<file path="config.mk">
export PLATFORM = sky130hd
export DESIGN_NAME = uart_rx_fifo
export DESIGN_NICKNAME = d
export VERILOG_FILES = /design/src/rtl/uart_rx_fifo.sv
export SDC_FILE = /design/constraint.sdc
export NUM_CORES = 1
export LEC_CHECK = 0
export ABC_AREA = 1
export BUFFER_PORTS_ARGS = -buffer_cell sky130_fd_sc_hd__buf_2
export CAP_MARGIN = 20
export CORE_UTILIZATION = 50
export CTS_BUF_LIST = sky130_fd_sc_hd__clkbuf_2 sky130_fd_sc_hd__clkbuf_4 sky130_fd_sc_hd__clkbuf_8
export DETAILED_ROUTE_END_ITERATION = 10
export PLACE_DENSITY = 0.69
export SYNTH_ARGS = -nofsm -noshare
export SYNTH_HDL_FRONTEND = slang
export SYNTH_SLANG_ARGS = --single-unit
</file>
<file path="constraint.sdc">
create_clock -name clk -period 3.65 [get_ports clk]
set_clock_uncertainty 0.05 [all_clocks]
set_input_delay 0.365 -clock clk [delete_from_list [all_inputs] [get_ports clk]]
set_output_delay 0.365 -clock clk [all_outputs]
set_load 0.05 [all_outputs]
</file>
<file path="src/rtl/uart_rx_fifo.sv">
// rtl/uart_rx_fifo.sv - 8N1 UART receiver feeding a first-word-fall-through byte FIFO with RTS flow control
module uart_rx_fifo #(
    parameter int BIT_CLK   = 87,
    parameter int DEPTH     = 8,
    parameter int RTS_SLACK = 2
) (
    input  logic                     clk,
    input  logic                     rst_n,
    input  logic                     rxd,
    output logic                     rts,
    output logic [7:0]               rx_data,
    output logic                     rx_valid,
    input  logic                     rx_ready,
    output logic                     frame_err,
    output logic                     overrun,
    output logic [$clog2(DEPTH):0]   fifo_count
);
    localparam int AW = $clog2(DEPTH);
    localparam int CW = $clog2(BIT_CLK);
    localparam logic [CW-1:0] HALF_LOAD = CW'(BIT_CLK / 2 - 1);
    localparam logic [CW-1:0] BIT_LOAD  = CW'(BIT_CLK - 1);
    localparam logic [AW:0]   FULL_CNT  = (AW + 1)'(DEPTH);
    localparam logic [AW:0]   RTS_LIM   = (AW + 1)'(DEPTH - RTS_SLACK);

    typedef enum logic [2:0] {IDLE, START, DATA, STOP, WAIT_IDLE} state_t;

    state_t        state, state_n;
    logic [1:0]    sync;
    logic          rxs, rxs_d;
    logic [CW-1:0] cnt, cnt_n;
    logic [2:0]    idx, idx_n;
    logic [7:0]    sh, sh_n;
    logic          push, ferr_n;

    logic [7:0]    mem [DEPTH];
    logic [AW:0]   wptr, rptr, wptr_n, rptr_n, count_n;
    logic          pop, full, wr;

    assign rxs = sync[1];

    always_ff @(posedge clk or negedge rst_n) begin
        if (!rst_n) begin
            sync  <= 2'b11;
            rxs_d <= 1'b1;
            state <= IDLE;
            cnt   <= '0;
            idx   <= '0;
            sh    <= '0;
        end else begin
            sync  <= {sync[0], rxd};
            rxs_d <= rxs;
            state <= state_n;
            cnt   <= cnt_n;
            idx   <= idx_n;
            sh    <= sh_n;
        end
    end

    always_comb begin
        state_n = state;
        cnt_n   = cnt;
        idx_n   = idx;
        sh_n    = sh;
        push    = 1'b0;
        ferr_n  = 1'b0;
        case (state)
            IDLE: begin
                if (rxs_d && !rxs) begin
                    cnt_n   = HALF_LOAD;
                    state_n = START;
                end
            end
            START: begin
                if (cnt == '0) begin
                    if (!rxs) begin
                        cnt_n   = BIT_LOAD;
                        idx_n   = '0;
                        state_n = DATA;
                    end else begin
                        state_n = IDLE;
                    end
                end else begin
                    cnt_n = cnt - 1'b1;
                end
            end
            DATA: begin
                if (cnt == '0) begin
                    sh_n  = {rxs, sh[7:1]};
                    cnt_n = BIT_LOAD;
                    idx_n = idx + 1'b1;
                    if (idx == 3'd7) state_n = STOP;
                end else begin
                    cnt_n = cnt - 1'b1;
                end
            end
            STOP: begin
                if (cnt == '0) begin
                    if (rxs) begin
                        push    = 1'b1;
                        state_n = IDLE;
                    end else begin
                        ferr_n  = 1'b1;
                        state_n = WAIT_IDLE;
                    end
                end else begin
                    cnt_n = cnt - 1'b1;
                end
            end
            WAIT_IDLE: begin
                if (rxs) state_n = IDLE;
            end
            default: state_n = IDLE;
        endcase
    end

    // A pop in the same cycle frees the slot, so a push into a full FIFO still lands.
    assign fifo_count = wptr - rptr;
    assign rx_valid   = (fifo_count != '0);
    assign full       = (fifo_count == FULL_CNT);
    assign pop        = rx_valid && rx_ready;
    assign wr         = push && (!full || pop);
    assign wptr_n     = wptr + (AW + 1)'(wr);
    assign rptr_n     = rptr + (AW + 1)'(pop);
    assign count_n    = wptr_n - rptr_n;
    assign rx_data    = rx_valid ? mem[rptr[AW-1:0]] : 8'h00;

    always_ff @(posedge clk or negedge rst_n) begin
        if (!rst_n) begin
            wptr      <= '0;
            rptr      <= '0;
            rts       <= 1'b0;
            frame_err <= 1'b0;
            overrun   <= 1'b0;
        end else begin
            wptr      <= wptr_n;
            rptr      <= rptr_n;
            rts       <= (count_n <= RTS_LIM);
            frame_err <= ferr_n;
            overrun   <= push && full && !pop;
        end
    end

    always_ff @(posedge clk) begin
        if (wr) mem[wptr[AW-1:0]] <= sh;
    end
endmodule

</file>
; Word-level counts from Yosys, hierarchy flattened
; Memory sizes are Yosys's and may differ from the RTL's.
; Cells that the tools add are included.
[op_classes]
eq_ne = 15
add_sub_neg = 6
n_mux = 28
magnitude_cmp = 1
reduce_logical = 18
[ops]
columns = operator, count
row1 = $mux W7, 5
row2 = $mux W3, 10
row3 = $pmux W7 S4, 1
row4 = $ne A2 B2 Y1 const B, 8
row5 = $pmux W3 S5, 1
row6 = $add A4 B1 Y4, 2
row7 = $mux W1, 8
row8 = $mux W8, 1
row9 = $reduce_and A4 Y1, 2
row10 = $reduce_bool A4 Y1, 2
row11 = $sub A4 B4 Y4, 2
row12 = $logic_not A7 Y1, 1
row13 = $sub A7 B1 Y7 const B, 1
row14 = $eq A3 B2 Y1 const B, 2
row15 = $eq A3 B3 Y1 const B, 2
row16 = $pmux W3 S2, 1
row17 = $reduce_and A6 Y1, 1
row18 = $logic_and A1 B1 Y1, 5
row19 = $eq A4 B4 Y1 const B, 1
row20 = $le A4 B3 Y1 const B, 1
row21 = $add A3 B1 Y3 const B, 1
row22 = $eq A3 B1 Y1 const B, 1
row23 = $logic_not A1 Y1, 3
row24 = $logic_not A3 Y1, 1
row25 = 5 further kinds, 5
[totals]
memories = 1
out_inout_bits = 16
reg_bits = 35
ram_bits = 64
[memory_table]
columns = memory, words, word_bits, rd, rd_clocked_by_memory_dff, write_ports, line
row1 = mem, 8, 8, 1, 0, 1, 35  ; logic [7:0] mem [DEPTH];

; Longest topological paths before layout
[depth]
word_depth = 8
depth_mapped = 22

; Least setup slack after synthesis
; No wires, ideal clock.
[synth_path]
path_kind = register -> register
start = reg rptr[1]
end = reg rts
arrival_ps = 3593
n_path_buf = 2
t_required_ps = 3481
path_stages_with_launch = 20
setup_ps = 119
setup_slack_ps = -112
cell_sequence = dfrtp_1 buf_2 inv_2 buf_2 fa_1 nor2_1 nand3_1 a21o_1 nand2_1 inv_1 ha_1 ha_1 xnor2_1 ha_1 nand2_1 nand2_1 a21oi_1 nand2_1 a21oi_1 nor2_1
[synth_between]
elab_chain_len = 8
[synth_lines]
columns = element, line
row1 = from (decl), 36  ; logic [AW:0] wptr, rptr, wptr_n, rptr_n, count_n;
row2 = from (signal assigned), 136  ; rptr <= rptr_n;
row3 = $sub A4 B4 Y4 (*), 117  ; assign fifo_count = wptr - rptr;
row4 = net fifo_count[1], 16  ; output logic [$clog2(DEPTH):0] fifo_count
row5 = $reduce_bool A4 Y1 (*), 118  ; assign rx_valid = (fifo_count != '0);
row6 = net rx_valid, 12  ; output logic rx_valid,
row7 = $logic_and A1 B1 Y1 (*), 120  ; assign pop = rx_valid && rx_ready;
row8 = $logic_or A1 B1 Y1, 121  ; assign wr = push && (!full || pop);
row9 = $logic_and A1 B1 Y1, 121
row10 = $add A4 B1 Y4, 122  ; assign wptr_n = wptr + (AW + 1)'(wr);
row11 = $sub A4 B4 Y4 (*), 124  ; assign count_n = wptr_n - rptr_n;
row12 = $le A4 B3 Y1 (*), 137  ; rts <= (count_n <= RTS_LIM);
row13 = to (signal assigned), 137
row14 = to (decl), 10  ; output logic rts,
; The timed path passes the listed nets; every way through them passes the cells marked *.
; A chain may end at the register's enable or synchronous reset.

; Final worst setup path
[layout_path]
start = reg wptr[0]
end = reg rts
[layout_between]
elab_chain_len = 8
[layout_lines]
columns = element, line
row1 = from (decl), 36
row2 = from (signal assigned), 135  ; wptr <= wptr_n;
row3 = $sub A4 B4 Y4, 117
row4 = $eq A4 B4 Y1 / $reduce_bool A4 Y1 (equally long branches), "119, 118"
row5 = $logic_not A1 Y1 / $logic_and A1 B1 Y1 (equally long branches), "121, 120"
row6 = $logic_or A1 B1 Y1, 121
row7 = $logic_and A1 B1 Y1, 121
row8 = $add A4 B1 Y4, 122
row9 = $sub A4 B4 Y4 (*), 124
row10 = $le A4 B3 Y1 (*), 137
; Every way passes the cells marked *; elsewhere a longest branch is shown, timed or not.

==> results.toml <==
[run_status]
status = "finished clean"

[worst_setup_path]
rr_worst_depth = 19
critical_path_class = "register to register"
startpoint = "wptr[0]"
slowest_delay_ns = 0.44
cp_max_fo = 4
r2r-end = "rts"
rrSetupSlack_ns = 0.23
cp-end-kind = "register"
cpMaxStageDelayCell = "fa_2"
critPathBufInv = 3
reg2reg_from = "wptr[0]"
crit_required_ns = 3.87
cp-start-kind = "register"
crit_chain = "inv_1 -> ha_1 -> inv_1 -> fa_2 -> nor2_1 -> nand3_2 -> a21o_2 -> nand2_1 -> inv_1 -> ha_1 -> ha_1 -> xnor2_1 -> ha_1 -> nand2_1 -> nand2_1 -> a21oi_1 -> nand2_1 -> a21oi_1 -> nor2_1"
critPathArrivalTime_ns = 3.64
cp_top_family = "adder cells"

[detailed_routing]
detail-route-antenna-nets = 0
totalWireLength_mm = 9.22
routed-via-count = 3249
dr.pass1.iters = 4
post_drt_wl_per_cell_um = 14.6
first_iter_violations = 142
drcViolationCount = 0
viasPerCell = 5.15

[floorplanning]
row_count = 34
fp.dieArea_um2 = 9760
ios = 20
die_h_um = 98.8
start_util_pct = 52.7
die_w_um = 98.8
core_um2 = 8890

[logic_synthesis]
avgSynthCellArea_um2 = 9.66
yosysSeqAreaShare_pct = 59.8
synth_fa_ha_area_share_pct = 4.60
synth_compound_gate_area_share_pct = 1.55
yosys.area_share.xor_xnor_pct = 1.12
yosys.area_share.simple_pct = 28.5
yosysUniqueCellTypes = 31
syn_nets = 505
syn_area_um2 = 4680
async_flop_share_pct = 35.4
synth_edf_count = 64
ys_warn_count = 0
synthMuxAreaShare_pct = 0
synth_ff_type = "edfxtp_1"
netlist_instances = 485
synth_seq_cells = 99
synth_top_family_by_area = "simple AND/OR/NAND/NOR gates"

[timing]
worst_pin_slew_ns = 0.806
fin_setup_tns_ns = 0
hold_violations = 0
maxSlewViolCount = 0
min_period_ns = 3.42
slew_headroom_pct = 46.3
rsz0062_at_grt = "false"
timing.final.crit_share_pct = 93.6
setup_viol = 0
max_freq_ghz = 0.293

[finish]
nFillCells = 749
syn_to_final_growth_pct = 10.7
final_nets = 538
utilization_pct = 58.3
multi_input_area_um2 = 1690
drive_gt1_share_pct = 14.9
register_area_um2 = 2800
diodes = 0

[cts]
worst_skew_pair.late_latency_ns = 0.37
cts.hold.buffers_added = 0
cts_tree = "yes"
cts_sinks = 99
htreeDepth = 3
cts_root_buffer = "clkbuf_8"
cts_buffer_depth = 2
path_clk_slew_ns = 0.10
post_cts_buffers = 0
numCtsBuffers = 9

[pwr]
p_leak_nw = 2.41
vdd_ir_drop_max_uv = 296
powerDensity_nw_per_um2 = 779

[global_route]
grt_pass1_vias = 3095
grt_max_degree = 36
grt_pass1_wl_mm = 15.3
gr-total-overflow = 0
grt_use_total_pct = 20.7
antenna_found_initial = 0

[placed_design]
gp_congestion = 0.873
dpl.hpwl_mm = 6.25
portBuffers = 19

[worst_hold_path]
min_path_type = "input port to async pin"

[job]
maxCapViolations = 0
## worst max path at each step
stage / depth (start not counted) / slack (ns) / endpoint
6_report: 19 / 0.23 / rts
4_1_cts: 19 / 0.22 / rts
2_1_floorplan: 19 / 0.04 / rts
5_1_grt: 20 / 0.004 / rts
3_5_place_dp: 19 / 0.23 / rts
3_3_place_gp: 19 / 0.40 / rts
## cells in the final DEF, fill, tap and decap left out, types with 2 or more instances in the layout
master	synthesis	final
xor2_1	4	4
inv_2	4	4
nand3_1	51	50
clkinv_1	1	2
dfstp_2	3	3
buf_4	0	14
clkinv_4	0	2
edfxtp_1	64	64
a21oi_1	6	6
xnor2_1	2	2
nor2_4	4	4
nor2_1	35	34
buf_2	9	19
nor2_2	4	5
clkbuf_8	0	9
nand4_1	3	3
nand3_2	2	3
nand2_1	189	189
dfrtp_1	32	32
inv_8	0	2
o21ai_1	5	5
ha_1	14	14
inv_1	36	36
o21ai_0	2	2
nand3_4	3	3
## metrics by stage
stage | cells | setup slack [ns] | power, W | cell area [um^2] | hold WS (ns)
finish | 631 | 0.234 | 0.00404 | 5180 | 0.0246
CTS | 631 | 0.219 | 0.00407 | 5180 | 0.0218
detailed placement | 615 | 0.228 | 0.00334 | 4970 | 0.300
global route | 631 | 0.00385 | 0.00433 | 5180 | 0.0123
global placement | 615 | 0.398 | 0.00329 | 4970 | 0.297
floorplan | 485 | 0.0368 | 0.00292 | 4690 | 0.0194
## cells by family after synthesis
logic type      Yosys count
simple gates            298
xor+xnor                  6
fa+ha+maj                16
flops                    99
compound gates           14
buf+inv                  52
## flip-flops by register name, indices dropped and copies added, names as in the netlist
register	cells
state	3
rts	1
mem	64
idx	3
wptr	4
rxs_d	1
frame_err	1
rptr	4
cnt	7
overrun	1
sh	8
sync	2
## per-layer routing
metal	share of wire, %	vias up	track usage, %
li1	-	1638	-
met1	45	1522	27.5
met2	49	78	34.3
met3	4.3	11	3.12
met4	1.5	0	8.50
met5	0	-	0
## synth_stat cells (all sizes together) (2+ instances only)
cell / n / area [um^2]
xnor2: 2 / 17.5
nor2: 44 / 221
a21oi: 6 / 30.0
edfxtp: 64 / 1920
nand2: 191 / 727
inv: 40 / 150
ha: 14 / 175
clkbuf: 2 / 7.51
buf: 9 / 45.0
nand4: 3 / 18.8
xor2: 4 / 35.0
o21ai: 7 / 35.0
nand3: 56 / 328
dfrtp: 32 / 801
fa: 2 / 40.0
dfstp: 3 / 78.8
## power by group
| part | internal (W) | switching (W) |
|---|---|---|
| clock network | 0.000329 | 0.000398 |
| logic | 0.000560 | 0.00140 |
| registers | 0.00127 | 0.0000875 |
| total | 0.00216 | 0.00188 |
## area by class of cell
| cell class | instances | share of cell area [%] |
|---|---|---|
| Clock buffer | 9 | 2.39 |
| Multi-Input combinational cell | 334 | 32.5 |
| Clock inverter | 7 | 1.59 |
| Tap cell | 108 | 2.61 |
| Inverter | 41 | 2.97 |
| Timing Repair Buffer | 33 | 3.86 |
| Sequential cell | 99 | 54.0 |
## timing repair
action | CTS | global route
setup endpoints to repair | 0 | 1
hold endpoints to repair | 0 | 0
gates resized for setup | 0 | 2
(Power assumes the default switching activity.)
